===== src/rtl/mac_seq_ctrl_if.sv =====
// Handshake and datapath bundle between the tile scheduler/operand FIFOs,
// the MAC sequencer and one mac_unit instance.
interface mac_seq_ctrl_if #(
  parameter int DATA_WIDTH = 16,
  parameter int ACC_WIDTH  = 32,
  parameter int K_WIDTH    = 9
);
  logic                  start;
  logic [K_WIDTH-1:0]    cfg_k;
  logic                  abort;
  logic                  busy;
  logic                  op_valid;
  logic                  op_ready;
  logic [DATA_WIDTH-1:0] op_a;
  logic [DATA_WIDTH-1:0] op_b;
  logic                  mac_en;
  logic                  mac_clear;
  logic [DATA_WIDTH-1:0] mac_a;
  logic [DATA_WIDTH-1:0] mac_b;
  logic [ACC_WIDTH-1:0]  mac_acc;
  logic                  res_valid;
  logic                  res_ready;
  logic [ACC_WIDTH-1:0]  res_data;
  logic                  res_nan;

  modport master (
    output start, cfg_k, abort, op_valid, op_a, op_b, mac_acc, res_ready,
    input  busy, op_ready, mac_en, mac_clear, mac_a, mac_b, res_valid, res_data, res_nan
  );

  modport slave (
    input  start, cfg_k, abort, op_valid, op_a, op_b, mac_acc, res_ready,
    output busy, op_ready, mac_en, mac_clear, mac_a, mac_b, res_valid, res_data, res_nan
  );
endinterface


===== src/rtl/mac_seq_ctrl.sv =====
// Sequences one mac_unit through a K-term BF16 dot product: clear, K enabled
// operand beats, one zero-operand drain beat, then a held FP32 result.
module mac_seq_ctrl #(
  parameter int DATA_WIDTH = 16,
  parameter int ACC_WIDTH  = 32,
  parameter int K_WIDTH    = 9
) (
  input logic          clk,
  input logic          rst_n,
  mac_seq_ctrl_if.slave bus
);

  typedef enum logic [2:0] {
    S_IDLE,
    S_CLEAR,
    S_FEED,
    S_DRAIN,
    S_DONE
  } state_t;

  localparam logic [ACC_WIDTH-1:0] QNAN = ACC_WIDTH'(32'h7FC0_0000);

  state_t                r_state;
  state_t                w_next;
  logic [K_WIDTH-1:0]    r_remain;

  logic                  w_abort;
  logic                  w_accept;
  logic                  w_busy;
  logic                  w_op_ready;
  logic                  w_mac_en;
  logic                  w_mac_clear;
  logic                  w_res_valid;
  logic [DATA_WIDTH-1:0] w_mac_a;
  logic [DATA_WIDTH-1:0] w_mac_b;
  logic [ACC_WIDTH-1:0]  w_res_data;

  assign w_abort = bus.abort && (r_state != S_IDLE);

  always_comb begin
    w_next      = r_state;
    w_busy      = (r_state != S_IDLE);
    w_op_ready  = 1'b0;
    w_accept    = 1'b0;
    w_mac_en    = 1'b0;
    w_mac_clear = 1'b0;
    w_mac_a     = '0;
    w_mac_b     = '0;
    w_res_valid = 1'b0;
    w_res_data  = '0;

    case (r_state)
      S_IDLE: begin
        if (bus.start) w_next = S_CLEAR;
      end
      S_CLEAR: begin
        w_mac_clear = 1'b1;
        w_next      = (r_remain != '0) ? S_FEED : S_DRAIN;
      end
      S_FEED: begin
        w_op_ready = 1'b1;
        w_accept   = bus.op_valid;
        if (w_accept) begin
          w_mac_en = 1'b1;
          w_mac_a  = bus.op_a;
          w_mac_b  = bus.op_b;
          if (r_remain == K_WIDTH'(1)) w_next = S_DRAIN;
        end
      end
      S_DRAIN: begin
        // Zero operands: pushes the last product into the accumulator, adds 0.
        w_mac_en = 1'b1;
        w_next   = S_DONE;
      end
      S_DONE: begin
        w_res_valid = 1'b1;
        w_res_data  = bus.mac_acc;
        if (bus.res_ready) w_next = S_IDLE;
      end
      default: w_next = S_IDLE;
    endcase

    // Abort overrides every handshake so no pair or result changes hands.
    if (w_abort) begin
      w_next      = S_IDLE;
      w_mac_clear = 1'b1;
      w_mac_en    = 1'b0;
      w_op_ready  = 1'b0;
      w_accept    = 1'b0;
      w_mac_a     = '0;
      w_mac_b     = '0;
      w_res_valid = 1'b0;
      w_res_data  = '0;
    end
  end

  always_ff @(posedge clk or negedge rst_n) begin
    if (!rst_n) begin
      r_state  <= S_IDLE;
      r_remain <= '0;
    end else begin
      r_state <= w_next;
      if (w_abort)
        r_remain <= '0;
      else if ((r_state == S_IDLE) && bus.start)
        r_remain <= bus.cfg_k;
      else if (w_accept)
        r_remain <= r_remain - K_WIDTH'(1);
    end
  end

  assign bus.busy      = w_busy;
  assign bus.op_ready  = w_op_ready;
  assign bus.mac_en    = w_mac_en;
  assign bus.mac_clear = w_mac_clear;
  assign bus.mac_a     = w_mac_a;
  assign bus.mac_b     = w_mac_b;
  assign bus.res_valid = w_res_valid;
  assign bus.res_data  = w_res_data;
  assign bus.res_nan   = w_res_valid && (w_res_data == QNAN);

endmodule


===== src/flat_wrapper.sv =====
// flat-port wrapper written by rule: the top's interface ports become plain ports
module mac_seq_ctrl_flat 
#(
  parameter int DATA_WIDTH = 16,
  parameter int ACC_WIDTH  = 32,
  parameter int K_WIDTH    = 9
)
  (clk, rst_n, bus_start, bus_cfg_k, bus_abort, bus_op_valid, bus_op_a, bus_op_b, bus_mac_acc, bus_res_ready, bus_busy, bus_op_ready, bus_mac_en, bus_mac_clear, bus_mac_a, bus_mac_b, bus_res_valid, bus_res_data, bus_res_nan);
  mac_seq_ctrl_if #(.DATA_WIDTH(DATA_WIDTH), .ACC_WIDTH(ACC_WIDTH), .K_WIDTH(K_WIDTH)) bus_i ();
  input logic clk;
  input logic rst_n;
  input wire logic [$bits(bus_i.start)-1:0] bus_start;
  input wire logic [$bits(bus_i.cfg_k)-1:0] bus_cfg_k;
  input wire logic [$bits(bus_i.abort)-1:0] bus_abort;
  input wire logic [$bits(bus_i.op_valid)-1:0] bus_op_valid;
  input wire logic [$bits(bus_i.op_a)-1:0] bus_op_a;
  input wire logic [$bits(bus_i.op_b)-1:0] bus_op_b;
  input wire logic [$bits(bus_i.mac_acc)-1:0] bus_mac_acc;
  input wire logic [$bits(bus_i.res_ready)-1:0] bus_res_ready;
  output wire logic [$bits(bus_i.busy)-1:0] bus_busy;
  output wire logic [$bits(bus_i.op_ready)-1:0] bus_op_ready;
  output wire logic [$bits(bus_i.mac_en)-1:0] bus_mac_en;
  output wire logic [$bits(bus_i.mac_clear)-1:0] bus_mac_clear;
  output wire logic [$bits(bus_i.mac_a)-1:0] bus_mac_a;
  output wire logic [$bits(bus_i.mac_b)-1:0] bus_mac_b;
  output wire logic [$bits(bus_i.res_valid)-1:0] bus_res_valid;
  output wire logic [$bits(bus_i.res_data)-1:0] bus_res_data;
  output wire logic [$bits(bus_i.res_nan)-1:0] bus_res_nan;
  assign bus_i.start = bus_start;
  assign bus_i.cfg_k = bus_cfg_k;
  assign bus_i.abort = bus_abort;
  assign bus_i.op_valid = bus_op_valid;
  assign bus_i.op_a = bus_op_a;
  assign bus_i.op_b = bus_op_b;
  assign bus_i.mac_acc = bus_mac_acc;
  assign bus_i.res_ready = bus_res_ready;
  assign bus_busy = bus_i.busy;
  assign bus_op_ready = bus_i.op_ready;
  assign bus_mac_en = bus_i.mac_en;
  assign bus_mac_clear = bus_i.mac_clear;
  assign bus_mac_a = bus_i.mac_a;
  assign bus_mac_b = bus_i.mac_b;
  assign bus_res_valid = bus_i.res_valid;
  assign bus_res_data = bus_i.res_data;
  assign bus_res_nan = bus_i.res_nan;
  mac_seq_ctrl #(.DATA_WIDTH(DATA_WIDTH), .ACC_WIDTH(ACC_WIDTH), .K_WIDTH(K_WIDTH)) u_core (.clk(clk), .rst_n(rst_n), .bus(bus_i));
endmodule

===== config.mk =====
export PLATFORM = sky130hd
export DESIGN_NAME = mac_seq_ctrl_flat
export DESIGN_NICKNAME = d
export VERILOG_FILES = /design/src/rtl/mac_seq_ctrl_if.sv /design/src/rtl/mac_seq_ctrl.sv /design/src/flat_wrapper.sv
export SDC_FILE = /design/constraint.sdc
export NUM_CORES = 1
export LEC_CHECK = 0
export ABC_AREA = 0
export CAP_MARGIN = 15
export CORE_MARGIN = 8
export CORE_UTILIZATION = 31
export CTS_BUF_LIST = sky130_fd_sc_hd__clkbuf_16
export DETAILED_ROUTE_END_ITERATION = 6
export GPL_TIMING_DRIVEN = 1
export PLACE_DENSITY = 0.87
export SYNTH_ARGS = -nofsm -noshare
export SYNTH_HDL_FRONTEND = slang
export SYNTH_SLANG_ARGS = --single-unit

===== constraint.sdc =====
create_clock -name clk -period 2.75 [get_ports clk]
set_clock_uncertainty 0.2 [all_clocks]
set_input_delay 0.275 -clock clk [delete_from_list [all_inputs] [get_ports clk]]
set_output_delay 0.275 -clock clk [all_outputs]
set_load 0.01 [all_outputs]

==> flow_metrics.env, run 1 <==
export IMPL_synth_area_top_cells="dfrtp_1 21%, and2_1 16%, and3_1 15%"
export IMPL_pwr_density_cell_mw_per_mm2=487.4
export IMPL_clock_sinks=12
export IMPL_cpPeakStageDelay_ps=550
export IMPL_clk_path_buf_depth=2
export IMPL_antenna_found_initial=0
export IMPL_cts_root_buf="clkbuf_16"
export IMPL_cts_tree="yes"
export IMPL_cp_top_family="buffers and inverters"
export IMPL_worstPathRequired_ps=2280
export IMPL_detail_route_antenna_nets=0
export IMPL_synth_area_per_cell_um2=7.568
export IMPL_avgViaCountPerCell=4.982
export IMPL_drtIter0Drc=82
export IMPL_crit_type="in2out"
export IMPL_stdcell_area_mm2=0.003073
export IMPL_routed_wl_um=6590
export IMPL_path_cells="clkdlybuf4s50_1, nor4b_2, buf_4, buf_12, and2_1, clkdlybuf4s50_1"
export IMPL_synth_nets=268
export IMPL_nNetsFinal=416
export IMPL_endpoint_kind="output pin"
export IMPL_synth_compound_area_frac=0.1111
export IMPL_ys_seq_elements=12
export IMPL_io_buffers=148
export IMPL_synth_top_cell_area_share=0.2133
export IMPL_vdd_ir_drop_max_mv=0.3314
export IMPL_min_path_type="in2async"
export IMPL_tightest_slew_ps=658.4
export IMPL_synth_adder_area_share=0.02667
export IMPL_fmax_mhz=377.2
export IMPL_ys_seq_area_frac=0.2133
export IMPL_cp_slowest_cell="clkdlybuf4s50_1"
export IMPL_power_uw=1498
export IMPL_grt_pass1_wl_um=10180
export IMPL_post_drt_wl_per_cell_um=17.16
export IMPL_layout_drive_gt1_share=0.06627
export IMPL_die_w_um=83.39
export IMPL_grt_usage=0.1752
export IMPL_die_y_um=83.39
export IMPL_die_area_mm2=0.006953
export IMPL_clkLatencyLatePin_ps=240
export IMPL_maxCapViolCount=0
export IMPL_synthMuxAreaShare=0.01511
export IMPL_cp_common_cell="clkdlybuf4s50_1"
export IMPL_status="finished clean"
export IMPL_critPathLaunchType="input pin"
export IMPL_post_route_period_util=0.9642
export IMPL_overflow=0
export IMPL_hold_viol=0
export IMPL_worst_path_buf_inv=4
export IMPL_crit_arrival_ps=2180
export IMPL_drt_pre_antenna_iters=4
export IMPL_yosysTopAreaCell="dfrtp_1"
export IMPL_layout_cells_non_filler=384
export IMPL_synth_xor_area_frac=0.02489
export IMPL_dp_hpwl_um=5469
export IMPL_syn_area_mm2=0.001408
export IMPL_slew_limit_headroom=0.5571
export IMPL_dp_cells=381
export IMPL_core_mm2=0.004354
export IMPL_post_cts_buffers=0
export IMPL_dpl_cell_area_mm2=0.002973
export IMPL_utilization=0.7057
export IMPL_synth_top_family_by_area="simple AND/OR/NAND/NOR gates"
export IMPL_rows=24
export IMPL_synth_simple_area_share=0.5413
export IMPL_p_leak_uw=0.001282
export IMPL_grt_max_degree=36
export IMPL_vias=1913
export IMPL_cp_max_fo=17
export IMPL_place_gp_congestion=0.8599
export IMPL_final_max_slew_viol_count=0
export IMPL_cts_max_level=1
export IMPL_ios=149
export IMPL_cts_buffers=3
export IMPL_path_clk_slew_ps=40
export IMPL_start_util=0.3233
export IMPL_finalCriticalPeriod_ps=2651
export IMPL_finalSetupViolations=0
export IMPL_ys_types=38
export IMPL_syn_inst=186
export IMPL_grt_pass1_vias=2042
export IMPL_n_antenna_cell=0
export IMPL_area_growth_pct=118.3
export IMPL_drc=0
export IMPL_fin_tns_setup_ps=0
export IMPL_ys_warn_count=0
## layer usage
metal	routed length [um]	up-vias	GRT usage
met4	76	0	0.03994
met5	0	-	0
met2	3507	61	0.3253
met3	562	6	0.07520
li1	-	961	-
met1	2444	885	0.1740
## repair_timing
| item | in CTS | in global routing |
|---|---|---|
| hold buffers | 0 | 0 |
| endpoints found under the setup margin | 0 | 1 |
| gates resized for setup | 0 | 4 |
## worst reg2reg max path: stages (launching register included)
cell and delay (ps):
dfrtp_1 500, nor4b_4 320, buf_4 260, and2_1 340
xnor2_1 120, o31ai_1 260
## layout by cell type (no fill, tap or decap), types with 3 or more instances in the layout
| cell | count |
|---|---|
| dfrtp_1 | 12 |
| nor2_1 | 11 |
| nand2_1 | 10 |
| ha_1 | 3 |
| clkbuf_16 | 3 |
| o21ai_0 | 4 |
| and3_1 | 33 |
| nor3_1 | 5 |
| nor4_1 | 5 |
| nor4_2 | 3 |
| clkdlybuf4s50_1 | 148 |
| inv_1 | 5 |
| buf_4 | 10 |
| a21oi_1 | 3 |
| a211oi_1 | 5 |
| and2_1 | 35 |
| nand3_1 | 3 |
| nand4b_1 | 3 |
## power breakdown
part	leakage (uW)	switching, uW	internal (uW)
Clock	0.0000370	71.5	189
Combinational	0.00109	402	475
Sequential	0.000154	104	256
Total	0.00128	578	920
## sequential cells by signal (all words and copies together), names as in the netlist
register	cells
u_core.r_state	3
u_core.r_remain	9
## metrics by stage
| stage | worst slack [ps] | hold WS [ps] |
|---|---|---|
| floorplan | 825.8 | -220.6 |
| global placement | 67.40 | 304.6 |
| detailed placement | 32.41 | 301.9 |
| CTS | 40.84 | 221.1 |
| global route | -8.729 | 243.7 |
| finish | 98.57 | 207.1 |
## logic make-up (layout without fill, tap and decap cells)
family                     after synthesis  after routing
and+or+nand+nor                        122            122
AOI/OAI and AO/OA                       22             22
buffers and inverters                   21            167
DFF                                     12             12
xor gates and xnor gates                 4              4
adders and majority gates                3              3
muxes                                    2              2
## cells in the mapped netlist
| library cell | n |
|---|---|
| buf_4 | 1 |
| nand3_1 | 3 |
| a32oi_1 | 1 |
| o22a_1 | 1 |
| a211oi_1 | 5 |
| a22oi_1 | 1 |
| o21ai_0 | 4 |
| xnor2_1 | 2 |
| a21oi_1 | 3 |
| nand2b_1 | 2 |
| nor2_1 | 11 |
| ha_1 | 3 |
| dfrtp_1 | 12 |
| buf_2 | 4 |
| buf_6 | 1 |
| nor2b_1 | 1 |
| a211o_1 | 2 |
| mux2i_1 | 1 |
| nor4_1 | 8 |
| or3_1 | 1 |
| clkbuf_1 | 10 |
| nor4b_1 | 3 |
| nand3b_1 | 2 |
| a221o_1 | 2 |
| a31oi_1 | 1 |
| mux2_2 | 1 |
| inv_1 | 5 |
| nor4b_2 | 1 |
| o31ai_1 | 1 |
| nor4b_4 | 2 |
| nor3_1 | 5 |
| nand4_1 | 2 |
| o211ai_1 | 1 |
| and3_1 | 33 |
| xor2_1 | 2 |
| nand4b_1 | 3 |
| nand2_1 | 10 |
| and2_1 | 35 |
## worst paths after layout
check | from | end | slack, ps | cells after the start
hold / removal | rst_n | u_core.r_remain[6] | 210 | 1
setup reg to reg | u_core.r_state[0] | u_core.r_remain[0] | 630 | 5
max in group asynchronous | rst_n | u_core.r_remain[8] | 1770 | 1
hold reg to reg | u_core.r_remain[7] | u_core.r_remain[7] | 310 | 1
min in group clk | u_core.r_remain[7] | u_core.r_remain[7] | 310 | 1
setup / recovery | bus_abort | bus_res_data[14] | 100 | 6
## final cells by class
class,instances,area (um2)
fillers,361,1281
multi-input cells,153,1037
inverters,5,18.77
repair buffers,159,1577
clock buffers,3,75.07
well taps,52,65.06
flip-flops and latches,12,300.3
No activity file was read; power rests on OpenSTA's default activity.
==> inputs of run 2 (changes only) <==
Clock period 2.75 ns to 3.21 ns, I/O delays scaled along.
==> run 2 against run 1 <==
Compared with the run above:
- cell count decreased by 1.6%
- combinational power decreased by 21%
- largest cell class unchanged
- global-route usage about the same
- setup slack improved by 240 ps
==> flow_metrics.env, run 2 (same netlist as run 1, synthesis figures left out) <==
export IMPL_die_w_um=83.39
export IMPL_fin_tns_setup_ps=0
export IMPL_clkLatencyLatePin_ps=250
export IMPL_layout_drive_gt1_share=0.03374
export IMPL_vdd_ir_drop_max_mv=0.2232
export IMPL_area_growth_pct=114.0
export IMPL_crit_arrival_ps=2350
export IMPL_top_regs="u_core.r_remain: 9 flops, u_core.r_state: 3 flops"
export IMPL_tightest_slew_ps=876.6
export IMPL_antenna_found_initial=0
export IMPL_ctsResizeCount=0
export IMPL_finalCriticalPeriod_ps=2872
export IMPL_cts_tree="yes"
export IMPL_overflow=0
export IMPL_ios=149
export IMPL_io_buffers=148
export IMPL_die_y_um=83.39
export IMPL_drc=0
export IMPL_core_mm2=0.004354
export IMPL_most_common_layout_cells="148 x clkdlybuf4s50_1, 35 x and2_1, 33 x and3_1"
export IMPL_post_route_period_util=0.8946
export IMPL_cts_buffers=3
export IMPL_post_cts_buffers=0
export IMPL_intPower_uw=767.8
export IMPL_endpoint_kind="output pin"
export IMPL_final_max_slew_viol_count=0
export IMPL_routed_wl_um=6492
export IMPL_min_path_type="in2async"
export IMPL_p_comb_frac=0.552
export IMPL_layout_commonest_cell="clkdlybuf4s50_1"
export IMPL_rsz0062_at_grt="false"
export IMPL_detail_route_antenna_nets=0
export IMPL_vias=1886
export IMPL_status="finished clean"
export IMPL_slew_limit_headroom=0.4102
export IMPL_pwr_density_cell_mw_per_mm2=419.1
export IMPL_finalSetupViolations=0
export IMPL_p_leak_uw=0.001250
export IMPL_place_gp_congestion=0.8167
export IMPL_grt_pass1_wl_um=10240
export IMPL_cts_max_level=1
export IMPL_seqPwrFrac=0.263
export IMPL_grt_usage=0.1751
export IMPL_start_util=0.3233
export IMPL_worstPathRequired_ps=2690
export IMPL_grt_pass1_vias=2030
export IMPL_nNetsFinal=409
export IMPL_largest_reg_flops=9
export IMPL_rows=24
export IMPL_clock_sinks=12
export IMPL_dp_hpwl_um=5359
export IMPL_avgViaCountPerCell=4.989
export IMPL_clk_path_buf_depth=2
export IMPL_power_uw=1262
export IMPL_hold_viol=0
export IMPL_path_clk_slew_ps=50
export IMPL_drtIter0Drc=108
export IMPL_nFillCells=341
export IMPL_critPathLaunchType="input pin"
export IMPL_post_drt_wl_per_cell_um=17.17
export IMPL_p_sw_frac=0.3917
export IMPL_n_antenna_cell=0
export IMPL_cts_hold_buffers=0
export IMPL_cp_max_fo=33
export IMPL_pwr_share_clk=0.185
export IMPL_maxCapViolCount=0
export IMPL_crit_type="in2out"
export IMPL_cts_root_buf="clkbuf_16"
export IMPL_switching_power_uw=494.4
export IMPL_fmax_mhz=348.2
export IMPL_die_area_mm2=0.006953
export IMPL_grt_max_degree=35
export IMPL_drt_pre_antenna_iters=4
export IMPL_regMostFlops="u_core.r_remain"
-- run 2: changes by cell type in the layout (fill, tap and decap cells not counted), sizes merged --
cell,change
clkinv,+1
buf,-7
-- run 2: final cells by class --
type | instances | area, um2 | share of cell area
Inverter | 5 | 18.77 | 0.006232
Tap cell | 52 | 65.06 | 0.02160
Timing Repair Buffer | 152 | 1536 | 0.5102
Sequential cell | 12 | 300.3 | 0.09971
Clock buffer | 3 | 75.07 | 0.02493
Multi-Input combinational cell | 153 | 1012 | 0.3361
Clock inverter | 1 | 3.754 | 0.001246
-- run 2: power by group through the flow --
| stage | clock, uW | combinational (uW) | sequential (uW) |
|---|---|---|---|
| floorplan | 0 | 444 | 277 |
| global placement | 0 | 676 | 330 |
| detailed placement | 0 | 694 | 330 |
| CTS | 233 | 700 | 331 |
| global route | 239 | 767 | 349 |
| finish | 233 | 697 | 332 |
-- run 2: final timing paths --
path	startpoint	slack, ps	endpoint	cells past startpoint
setup / recovery	bus_abort	340	bus_res_nan	6
hold / removal	rst_n	240	u_core.r_remain[7]	1
setup reg to reg	u_core.r_state[0]	1010	u_core.r_remain[1]	5
hold reg to reg	u_core.r_remain[7]	320	u_core.r_remain[7]	1
max in group asynchronous	rst_n	2210	u_core.r_remain[5]	1
min in group clk	u_core.r_remain[7]	320	u_core.r_remain[7]	1
-- run 2: routing by layer --
metal  vias up  part of all wire  track usage
met5         -                 0            0
met1       858              0.37       0.1794
met2        72              0.53       0.3218
met3         8             0.088      0.06934
met4         0             0.011      0.04153
li1        948                 -            -
-- run 2: metrics by stage --
stage | setup WS [ps] | area [um2] | cells | hold slack (ps) | utilization
floorplan | 1240 | 1408 | 186 | -174.6 | -
global placement | 330.3 | 2933 | 374 | 304.1 | 0.6736
CTS | 314.0 | 3012 | 378 | 258.7 | 0.6917
global route | 192.3 | 3012 | 378 | 282.1 | 0.6917
finish | 338.3 | 3012 | 378 | 235.6 | 0.6917
detailed placement | 315.7 | 2933 | 374 | 303.3 | 0.6736
-- run 2: critical path, cell delays in order --
cell,delay [ps]
clkdlybuf4s50_1,580
nor4b_2,440
buf_12,210
and2_1,150
and2_1,120
clkdlybuf4s50_1,530
==> inputs of run 3 (changes only) <==
Settings changed: CELL_PAD_IN_SITES_DETAIL_PLACEMENT set to 0, CELL_PAD_IN_SITES_GLOBAL_PLACEMENT set to 2, CORE_UTILIZATION 31 to 14, PLACE_DENSITY 0.87 to not set, PLACE_DENSITY_LB_ADDON set to 0.1, SLEW_MARGIN set to 25.
==> run 3 against run 2 <==
Compared with the run above:
- maximum frequency grew 0.22%
- clock power is essentially flat
- die area increased by 94%
- total power is 2.5% higher
- combinational power up 9.0%
- hold slack improved by 39 ps
- largest power group unchanged
- sequential share of layout area decreased by 0.39 points
- core utilization down 37 points
- sequential cell count did not move
- cell count up 23%
- non-clock buffer count up 5
- first-iteration DRC count decreased by 39%
==> flow_metrics.env, run 3 (same netlist as run 1, synthesis figures left out) <==
export IMPL_vdd_ir_drop_max_mv=0.1656
export IMPL_cts_buffers=3
export IMPL_fin_tns_setup_ps=0
export IMPL_detail_route_antenna_nets=0
export IMPL_top_regs="u_core.r_remain: 9 flops, u_core.r_state: 3 flops"
export IMPL_dp_slack_ps=309.7
export IMPL_grt_pass1_vias=1968
export IMPL_layout_cells_non_filler=464
export IMPL_stdcell_area_mm2=0.003134
export IMPL_dp_cells=460
export IMPL_layout_drive_gt1_share=0.04834
export IMPL_routed_wl_um=7110
export IMPL_grt_max_degree=41
export IMPL_grt_pass1_wl_um=10870
export IMPL_multi_input_comb_area_mm2=0.001021
export IMPL_overflow=0
export IMPL_layout_commonest_cell="clkdlybuf4s50_1"
export IMPL_crit_type="in2out"
export IMPL_cts_max_level=1
export IMPL_final_max_slew_viol_count=0
export IMPL_seqCellArea_um2=300.3
export IMPL_avgViaCountPerCell=4.123
export IMPL_endpoint_kind="output pin"
export IMPL_finalSetupViolations=0
export IMPL_antenna_found_initial=0
export IMPL_p_leak_uw=0.001269
export IMPL_setup_slack_ps=344.5
export IMPL_area_growth_pct=122.7
export IMPL_clk_path_buf_depth=2
export IMPL_worstPathRequired_ps=2690
export IMPL_cts_tree="yes"
export IMPL_start_util=0.1440
export IMPL_fmax_mhz=349.0
export IMPL_die_area_mm2=0.01352
export IMPL_die_w_um=116.3
export IMPL_dpl_cell_area_mm2=0.003055
export IMPL_nNetsFinal=414
export IMPL_path_clk_slew_ps=50
export IMPL_most_common_layout_cells="148 x clkdlybuf4s50_1, 35 x and2_1, 33 x and3_1"
export IMPL_largest_reg_flops=9
export IMPL_ios=149
export IMPL_n_antenna_cell=0
export IMPL_post_route_period_util=0.8927
export IMPL_utilization=0.3207
export IMPL_drc=0
export IMPL_status="finished clean"
export IMPL_core_mm2=0.009774
export IMPL_die_y_um=116.3
export IMPL_nFillCells=1039
export IMPL_clkLatencyLatePin_ps=240
export IMPL_cts_root_buf="clkbuf_16"
export IMPL_post_drt_wl_per_cell_um=15.32
export IMPL_maxCapViolCount=0
export IMPL_dp_hpwl_um=5977
export IMPL_cp_max_fo=12
export IMPL_clock_sinks=12
export IMPL_grt_usage=0.1016
export IMPL_finalCriticalPeriod_ps=2866
export IMPL_hold_viol=0
export IMPL_drt_pre_antenna_iters=4
export IMPL_rsz0062_at_grt="false"
export IMPL_ctsResizeCount=0
export IMPL_min_path_type="in2async"
export IMPL_cts_hold_buffers=0
export IMPL_slew_limit_headroom=0.3859
export IMPL_critPathLaunchType="input pin"
export IMPL_place_gp_congestion=0.7092
export IMPL_tightest_slew_ps=912.7
export IMPL_drtIter0Drc=66
export IMPL_rows=36
export IMPL_regMostFlops="u_core.r_remain"
export IMPL_pwr_density_cell_mw_per_mm2=412.9
export IMPL_crit_arrival_ps=2340
export IMPL_io_buffers=148
export IMPL_vias=1913
export IMPL_post_cts_buffers=0
run 3: final timing paths:
check,cells past startpoint,endpoint,slack [ps],startpoint
worst max-delay path,5,bus_res_data[15],340,bus_abort
worst min-delay path,1,u_core.r_remain[1],270,rst_n
worst max register to register,6,u_core.r_remain[6],1070,u_core.r_remain[0]
worst min register to register,1,u_core.r_remain[7],320,u_core.r_remain[7]
max in group asynchronous,1,u_core.r_state[2],2130,rst_n
min in group clk,1,u_core.r_remain[7],320,u_core.r_remain[7]
run 3: cell type report:
class                      count  area share
tap                          133     0.05309
multi-input combinational    153      0.3257
clock buffer                   3     0.02395
clock inverter                 1    0.001198
inverter                       5    0.005988
timing repair buffer         157      0.4942
sequential                    12     0.09581
run 3: through the flow:
stage / hold WS, ps / power [uW]
after floorplan: -174.6 / 720.4
after global placement: 302.1 / 1084
after detailed placement: 301.7 / 1065
after CTS: 306.1 / 1312
after global routing: 331.1 / 1399
final: 274.1 / 1294
run 3: report_power, final:
group,total (uW),internal [uW],switching [uW],leakage [uW]
clock,234,165,69.9,0.0000385
sequential,300,219,80.5,0.000154
combinational,760,401,359,0.00108
run 3: worst max-delay path: stages:
cell and delay [ps]:
clkdlybuf4s50_1 540, nor4b_4 550, buf_4 250, and2_1 130
clkdlybuf4s50_1 560
run 3: routing by layer:
layer / GRT usage / up-vias / part of all wire
li1: - / 957 / -
met1: 0.1203 / 840 / 0.43
met2: 0.1560 / 112 / 0.41
met3: 0.05843 / 4 / 0.15
met4: 0.02074 / 0 / 0.0068
met5: 0 / - / 0
